File: src/rtl/hack_cpu_mc.sv
// hack_cpu_mc: parametrised multi-cycle Hack CPU with valid/ready instruction and data buses.
// Optional feature macro HALT_DETECT_EN: a taken self-jump halts the core until reset.
module hack_cpu_mc #(
  parameter int unsigned DATA_W       = 16,
  parameter int unsigned ADDR_W       = 15,
  parameter int unsigned RESET_VECTOR = 0
) (
  input  logic              clk,
  input  logic              rstn,
  output logic              instr_req,
  output logic [ADDR_W-1:0] instr_addr,
  input  logic              instr_valid,
  input  logic [DATA_W-1:0] instr_rdata,
  output logic              mem_req,
  output logic              mem_we,
  output logic [ADDR_W-1:0] mem_addr,
  output logic [DATA_W-1:0] mem_wdata,
  input  logic              mem_ready,
  input  logic [DATA_W-1:0] mem_rdata,
  output logic [31:0]       instret,
  output logic              halted
);
  typedef enum logic [2:0] {FETCH, DECODE, MREAD, EXEC, WB, HALT} state_t;

  state_t            state, stateNext;
  logic [ADDR_W-1:0] pc;
  logic [DATA_W-1:0] ir, regA, regD, regM, aluRes;
  logic [DATA_W-1:0] aluX, aluY, aluOut;
  logic              flagNg, flagZr, jump;
  logic              loadIr, loadM, retire, wbDone;
  logic              instrReqNext, memReqNext, memWeNext;
  logic              isC, destA, destD, destM;

  assign isC        = ir[DATA_W-1];
  assign destA      = ir[5];
  assign destD      = ir[4];
  assign destM      = ir[3];
  assign instr_addr = pc;
  assign mem_addr   = regA[ADDR_W-1:0];
  assign mem_wdata  = aluRes;
  assign jump       = (ir[2] & flagNg) | (ir[1] & flagZr) | (ir[0] & ~flagNg & ~flagZr);

`ifdef HALT_DETECT_EN
  logic selfJump;
  assign selfJump = jump && (regA[ADDR_W-1:0] == pc);
`endif

  // Hack ALU: x = D, y = A or M
  always_comb begin
    aluX = ir[11] ? '0 : regD;
    if (ir[10]) aluX = ~aluX;
    aluY = ir[12] ? regM : regA;
    if (ir[9]) aluY = '0;
    if (ir[8]) aluY = ~aluY;
    aluOut = ir[7] ? (aluX + aluY) : (aluX & aluY);
    if (ir[6]) aluOut = ~aluOut;
  end

  // Next state, datapath strobes and next bus request values
  always_comb begin
    stateNext = state;
    loadIr    = 1'b0;
    loadM     = 1'b0;
    retire    = 1'b0;
    wbDone    = 1'b0;
    case (state)
      FETCH: begin
        if (instr_req && instr_valid) begin
          loadIr    = 1'b1;
          stateNext = DECODE;
        end
      end
      DECODE: begin
        if (!isC) begin
          retire    = 1'b1;
          stateNext = FETCH;
        end else if (ir[12]) begin
          stateNext = MREAD;
        end else begin
          stateNext = EXEC;
        end
      end
      MREAD: begin
        if (mem_req && mem_ready) begin
          loadM     = 1'b1;
          stateNext = EXEC;
        end
      end
      EXEC: stateNext = WB;
      WB: begin
        if (!destM || (mem_req && mem_ready)) begin
          wbDone    = 1'b1;
          retire    = 1'b1;
          stateNext = FETCH;
`ifdef HALT_DETECT_EN
          if (selfJump) stateNext = HALT;
`endif
        end
      end
      HALT:    stateNext = HALT;
      default: stateNext = FETCH;
    endcase
    instrReqNext = (stateNext == FETCH);
    memReqNext   = (stateNext == MREAD) || ((stateNext == WB) && destM);
    memWeNext    = (stateNext == WB) && destM;
  end

  // State register; A and the jump target are read before this instruction's own update
  always_ff @(posedge clk) begin
    if (!rstn) begin
      state     <= FETCH;
      pc        <= ADDR_W'(RESET_VECTOR);
      ir        <= '0;
      regA      <= '0;
      regD      <= '0;
      regM      <= '0;
      aluRes    <= '0;
      flagNg    <= 1'b0;
      flagZr    <= 1'b0;
      instret   <= '0;
      instr_req <= 1'b0;
      mem_req   <= 1'b0;
      mem_we    <= 1'b0;
    end else begin
      state     <= stateNext;
      instr_req <= instrReqNext;
      mem_req   <= memReqNext;
      mem_we    <= memWeNext;
      if (loadIr) ir <= instr_rdata;
      if (loadM) regM <= mem_rdata;
      if (state == EXEC) begin
        aluRes <= aluOut;
        flagNg <= aluOut[DATA_W-1];
        flagZr <= (aluOut == '0);
      end
      if (state == DECODE && !isC) begin
        regA <= {1'b0, ir[DATA_W-2:0]};
        pc   <= pc + ADDR_W'(1);
      end
      if (wbDone) begin
        if (destA) regA <= aluRes;
        if (destD) regD <= aluRes;
        pc <= jump ? regA[ADDR_W-1:0] : pc + ADDR_W'(1);
      end
      if (retire) instret <= instret + 32'd1;
    end
  end

`ifdef HALT_DETECT_EN
  always_ff @(posedge clk) begin
    if (!rstn) halted <= 1'b0;
    else if (wbDone && selfJump) halted <= 1'b1;
  end
`else
  assign halted = 1'b0;
`endif

endmodule

File: config.mk
export PLATFORM = sky130hd
export DESIGN_NAME = hack_cpu_mc
export DESIGN_NICKNAME = d
export VERILOG_FILES = /design/src/rtl/hack_cpu_mc.sv
export SDC_FILE = /design/constraint.sdc
export NUM_CORES = 1
export LEC_CHECK = 0
export CAP_MARGIN = 15
export CORE_AREA = 2 2 141 143
export DETAILED_ROUTE_END_ITERATION = 12
export DIE_AREA = 0 0 143 145
export PLACE_DENSITY_LB_ADDON = 0.3
export SYNTH_ARGS = -nofsm -noshare
export SYNTH_HDL_FRONTEND = slang
export SYNTH_SLANG_ARGS = --single-unit
File: constraint.sdc
create_clock -name clk -period 5.5 [get_ports clk]
set_input_delay 1.65 -clock clk [delete_from_list [all_inputs] [get_ports clk]]
set_output_delay 1.65 -clock clk [all_outputs]
set_load 0.03 [all_outputs]
# --- Word-level counts from Yosys, hierarchy flattened ---
# Cells that the tools add are included.
classes:
  muxes: 27
  bitwise: 12
  n_reduce_logical: 13
  add_sub_neg: 3
  n_eq_ne: 7
op_table:
  columns: ["operator", "count"]
  rows:
  - ["2-to-1 mux 16 bit", 10]
  - ["inverter 16 bit", 3]
  - ["2-to-1 mux 15 bit", 3]
  - ["adder 32 x 1 -> 32 bit, second input constant", 1]
  - ["case mux 3 bit (6 select lines)", 1]
  - ["adder 16 bit", 1]
  - ["AND 16 bit", 1]
  - ["zero test 16 bit", 1]
  - ["adder 15 x 1 -> 15 bit, second input constant", 1]
  - ["equality test 3 x 2 -> 1 bit, second input constant", 3]
  - ["equality test 3 bit, second input constant", 3]
  - ["2-to-1 mux 3 bit", 3]
  - ["2-to-1 mux 1 bit", 8]
  - ["zero test 3 bit", 2]
  - ["AND 1 bit", 4]
  - ["logical AND 1 bit", 4]
  - ["equality test 3 x 1 -> 1 bit, second input constant", 1]
  - ["zero test 1 bit", 2]
  - ["logical OR 1 bit", 2]
  - ["2-to-1 mux 2 bit", 1]
  - ["inverter 1 bit", 2]
  - ["bitwise OR 1 bit", 2]
  - ["case mux 1 bit (2 select lines)", 1]
  - ["AND reduction 2 bit", 1]
  - ["nonzero test 2 bit", 1]
totals:
  word_cells: 75
  input_bits: 36
  register_bits: 135
  out_inout_bits: 82

# --- Logic depth before layout (Yosys ltp) ---
depth:
  depth_word: 9
  depth_mapped: 15
  ltp_nobuf: 13

# --- Worst setup path before layout ---
# Ideal clock, no wire load.
synth_timing:
  kind: "register -> register"
  startpoint: "register ir[12]"
  endpoint: "register flagZr"
  required_time_ps: 5443
  setup_ps: 57
  setup_slack_ps: 1504
  path_buffers: 2
  arrival_time_ps: 3939
  path_stages_with_launch: 16
  synth_period_minus_slack_ps: 3996
  cell_sequence: "dfxtp_1 clkbuf_1 clkbuf_1 mux2i_1 nor2_1 xor2_1 ha_1 fa_1 a211oi_2 nor2_1 o31ai_1 mux2i_1 and3_1 nand4b_1 a2111oi_2 a21o_1"
synth_via:
  elab_chain_len: 9
  elab_cells_between_ends: 10
  classes_between: "1 x add/sub; 5 x mux; 3 x bitwise; 1 x reduce/logical"
synth_lines:
  columns: ["item", "line", "text"]
  rows:
  - ["start: declaration", "27", "logic [DATA_W-1:0] ir, regA, regD, regM, aluRes;"]
  - ["start signal: assignment", "129", "if (loadIr) ir <= instr_rdata;"]
  - ["2-to-1 mux 16 bit *", "52", "aluY = ir[12] ? regM : regA;"]
  - ["2-to-1 mux 16 bit *", "53", "if (ir[9]) aluY = '0;"]
  - ["inverter 16 bit", "54", "if (ir[8]) aluY = ~aluY;"]
  - ["2-to-1 mux 16 bit *", "54", null]
  - ["adder 16 bit / AND 16 bit (equally long branches)", "55", "aluOut = ir[7] ? (aluX + aluY) : (aluX & aluY);"]
  - ["2-to-1 mux 16 bit *", "55", null]
  - ["inverter 16 bit", "56", "if (ir[6]) aluOut = ~aluOut;"]
  - ["2-to-1 mux 16 bit *", "56", null]
  - ["zero test 16 bit *", "134", "flagZr <= (aluOut == '0);"]
  - ["end signal: assignment", "134", null]
  - ["end: declaration", "29", "logic flagNg, flagZr, jump;"]
# Mark *: on every way between the ends. The rest lies on a longest branch, timed or not.
# A chain may end at the register's enable or synchronous reset.

# --- Final worst setup path ---
# Ends and elaborated chain as after synthesis.

==> flow_metrics.tcl <==
set metrics [dict create \
    status "complete, no violations" \
    vdd_drop_max_mv 0.2119 \
    switching_share 0.2419 \
    total_power_w 0.002266 \
    die_y_um 145 \
    numPortBuffers 116 \
    wl_per_cell_um 16.18 \
    area_growth_syn_to_layout_pct 23.46 \
    drc 0 \
    final_max_slew_viol_count 0 \
    multiInputGateArea_um2 4527 \
    yosysTopAreaCellShare 0.3529 \
    finalHoldViolCount 0 \
    cp.required_ns 5.86 \
    gp_congestion 0.8741 \
    postCtsSetupBuffers 0 \
    rsz0062_at_grt "false" \
    crit_fanout 14 \
    drive_above_1_share 0.05323 \
    pwr-share-seq 0.440 \
    fin_util 0.4886 \
    cts_sinks 134 \
    p_per_area_nw_per_um2 241.5 \
    postSynthAreaPerCell_um2 7.820 \
    grt_usage 0.2088 \
    setup_viol 0 \
    hold_class "flip-flop to flip-flop" \
    ios 118 \
    core-area_um2 19210 \
    power.internal_w 0.001718 \
    worst_pin_slew_ns 1.034 \
    leakage_nw 3.436 \
    p_switching_w 0.0005481 \
    dpl.hpwl_um 14900 \
    ys_async_sr_fraction 0 \
    cp_slowest_cell "dfxtp_1" \
    cts_hold_buf 0 \
    grt_pass1_wl_um 34710 \
    ant_nets 0 \
    synth_edf_count 0 \
    cp_data_arrival_time_ns 4.27 \
    placed_area_um2 8825 \
    syn_nets 1027 \
    critPathLaunchType "flip-flop" \
    htree_levels 4 \
    synth-seq-cells 134 \
    post_cts_resized 0 \
    dr.first_iter.drc_count 508 \
    num-fill-cells 1933 \
    synth_top_area_cell "dfxtp_1" \
    criticalPathCategory "flip-flop to flip-flop" \
    antenna_found_initial 0 \
    crit_chain "buf_4 > mux2i_1 > nor2_1 > xor2_1 > ha_1 > fa_1 > a211oi_2 > o21ai_1 > a21o_1 > a2111o_1 > nor4_1 > mux2i_1 > a2111oi_2 > a21o_1" \
    vias 6968 \
    row_count 51 \
    clk_pin_slew_ns 0.06 \
    slew_headroom 0.3080 \
    final_common_cell "nand2_1" \
    skew_ns 0.008733 \
    fin_crit_sh 0.7115 \
    setup_tns_ns 0 \
    netlist_instances 972 \
    die_width_um 143 \
    viasPerCell 5.291 \
    max_stage_delay_ns 0.46 \
    combPwrFrac 0.082 \
    end_kind "flip-flop" \
    n_antenna_cell 0 \
    first_pass_iters 4 \
    ys_seq_area_frac 0.3529 \
    seqCellArea_um2 2683 \
    synth_ff_type "dfxtp_1" \
    maxCapViolations 0 \
    overflow 0 \
    yosys_warnings 0 \
    fp.dieArea_um2 20740 \
    synth_area_leaders "dfxtp_1, nand2_1, a21oi_1, mux2i_1, nor2_1" \
    grt_max_degree 72 \
    ys_types 66 \
    synth_area_um2 7601 \
    finalCriticalPeriod_ns 3.913 \
    grt_pass1_vias 6657 \
    wl_um 21310 \
    cts_tree "built" \
    initial_core_util 0.3957 \
    final_cell_mix "nand2_1, dfxtp_1, clkdlybuf4s50_1" \
    worstSkewPairLatency_ns 0.42 \
    cts_root_buffer "clkbuf_16" \
    fmax_mhz 255.5 \
    final_area_um2 9384 \
    final_nets 1095 \
    cts_buffers 17 \
    clock_power_share 0.478 \
    clockBufferDepth 2 \
]
## logic make-up (layout without fill, tap and decap cells)
group	Yosys count	count (layout)	synth area share
XOR/XNOR	76	76	0.08757
AND/OR/NAND/NOR	418	418	0.2593
adder cells (fa/ha/maj)	19	19	0.03226
AO/OA/AOI/OAI	196	196	0.1612
flip-flops	134	134	0.3529
other	1	1	0.0004934
buffers and inverters	88	168	0.05333
multiplexers	40	40	0.05300
## critical path, delay by kind of cell, from the launching register on
kind / cells / cell delay (ns)
compound gates: 6 / 1.47
xor+xnor: 1 / 0.19
fa+ha+maj: 2 / 0.71
buf+inv: 1 / 0.32
flops: 1 / 0.46
mux: 2 / 0.41
simple gates: 2 / 0.27
## through the flow
step	worst slack (ns)	std cells	hold slack, ns
after CTS	1.561	1316	0.4547
after global placement	1.574	1285	0.4420
after floorplan	1.504	972	0.4360
after detailed placement	1.556	1285	0.4474
after global routing	1.240	1317	0.4644
final	1.587	1317	0.4549
## state kept, by name, indices dropped and copies added, names as in the netlist
register and flops:
instr_addr 15, regM 16, flagZr 1, mem_wdata 16
mem_we 1, mem_req 1, regA 16, state 3
ir 16, instr_req 1, regD 16, instret 32
## final cells by class
cell class | count | area share
Clock buffer | 21 | 0.04693
Sequential cell | 134 | 0.2859
Multi-Input combinational cell | 750 | 0.4824
Timing Repair Buffer | 126 | 0.1335
Clock inverter | 10 | 0.01147
Inverter | 11 | 0.004533
Tap cell | 265 | 0.03533
## final timing paths
check,start,endpoint,slack (ns),depth (start not counted)
max reg2reg,ir[12]$_SDFFE_PN0P_,flagZr$_SDFFE_PN0P_,1.59,14
min reg2reg,regD[10]$_SDFFE_PN0P_,regD[10]$_SDFFE_PN0P_,0.45,2
max,ir[12]$_SDFFE_PN0P_,flagZr$_SDFFE_PN0P_,1.59,14
min,regD[10]$_SDFFE_PN0P_,regD[10]$_SDFFE_PN0P_,0.45,2
## synth_stat cells (all sizes together) (2+ instances only)
| cell type | instances |
|---|---|
| o21ai | 28 |
| ha | 18 |
| and3 | 29 |
| o21bai | 2 |
| a31o | 2 |
| o2111ai | 2 |
| nand3b | 3 |
| nor3b | 4 |
| a22oi | 3 |
| nor3 | 10 |
| and4 | 4 |
| nand3 | 40 |
| a21o | 5 |
| nor2b | 5 |
| mux2i | 38 |
| and2 | 17 |
| or2 | 2 |
| a211oi | 33 |
| nand4 | 14 |
| a31oi | 2 |
| dfxtp | 134 |
| buf | 27 |
| xor2 | 36 |
| o22ai | 3 |
| xnor2 | 40 |
| o31ai | 2 |
| or3 | 7 |
| inv | 11 |
| o211ai | 3 |
| a2111oi | 2 |
| a311oi | 2 |
| mux2 | 2 |
| o2bb2ai | 3 |
| a21oi | 94 |
| clkbuf | 50 |
| nand2 | 158 |
| nor2 | 101 |
| nand2b | 19 |
## layer usage
metal  routed length [um]  GRT usage
met3                  997    0.04092
met5                    0          0
met4                  385    0.06634
met1                10130     0.2893
met2                 9795     0.3258
## power by group through the flow
stage	clock (W)	combinational, W	sequential (W)
final	0.00108	0.000186	0.000997
after global routing	0.00114	0.000203	0.000998
after CTS	0.00110	0.000185	0.000997
after detailed placement	0	0.000183	0.00102
after global placement	0	0.000183	0.00102
after floorplan	0	0.000124	0.00101
Note: power is estimated with default switching activity, not from simulation.
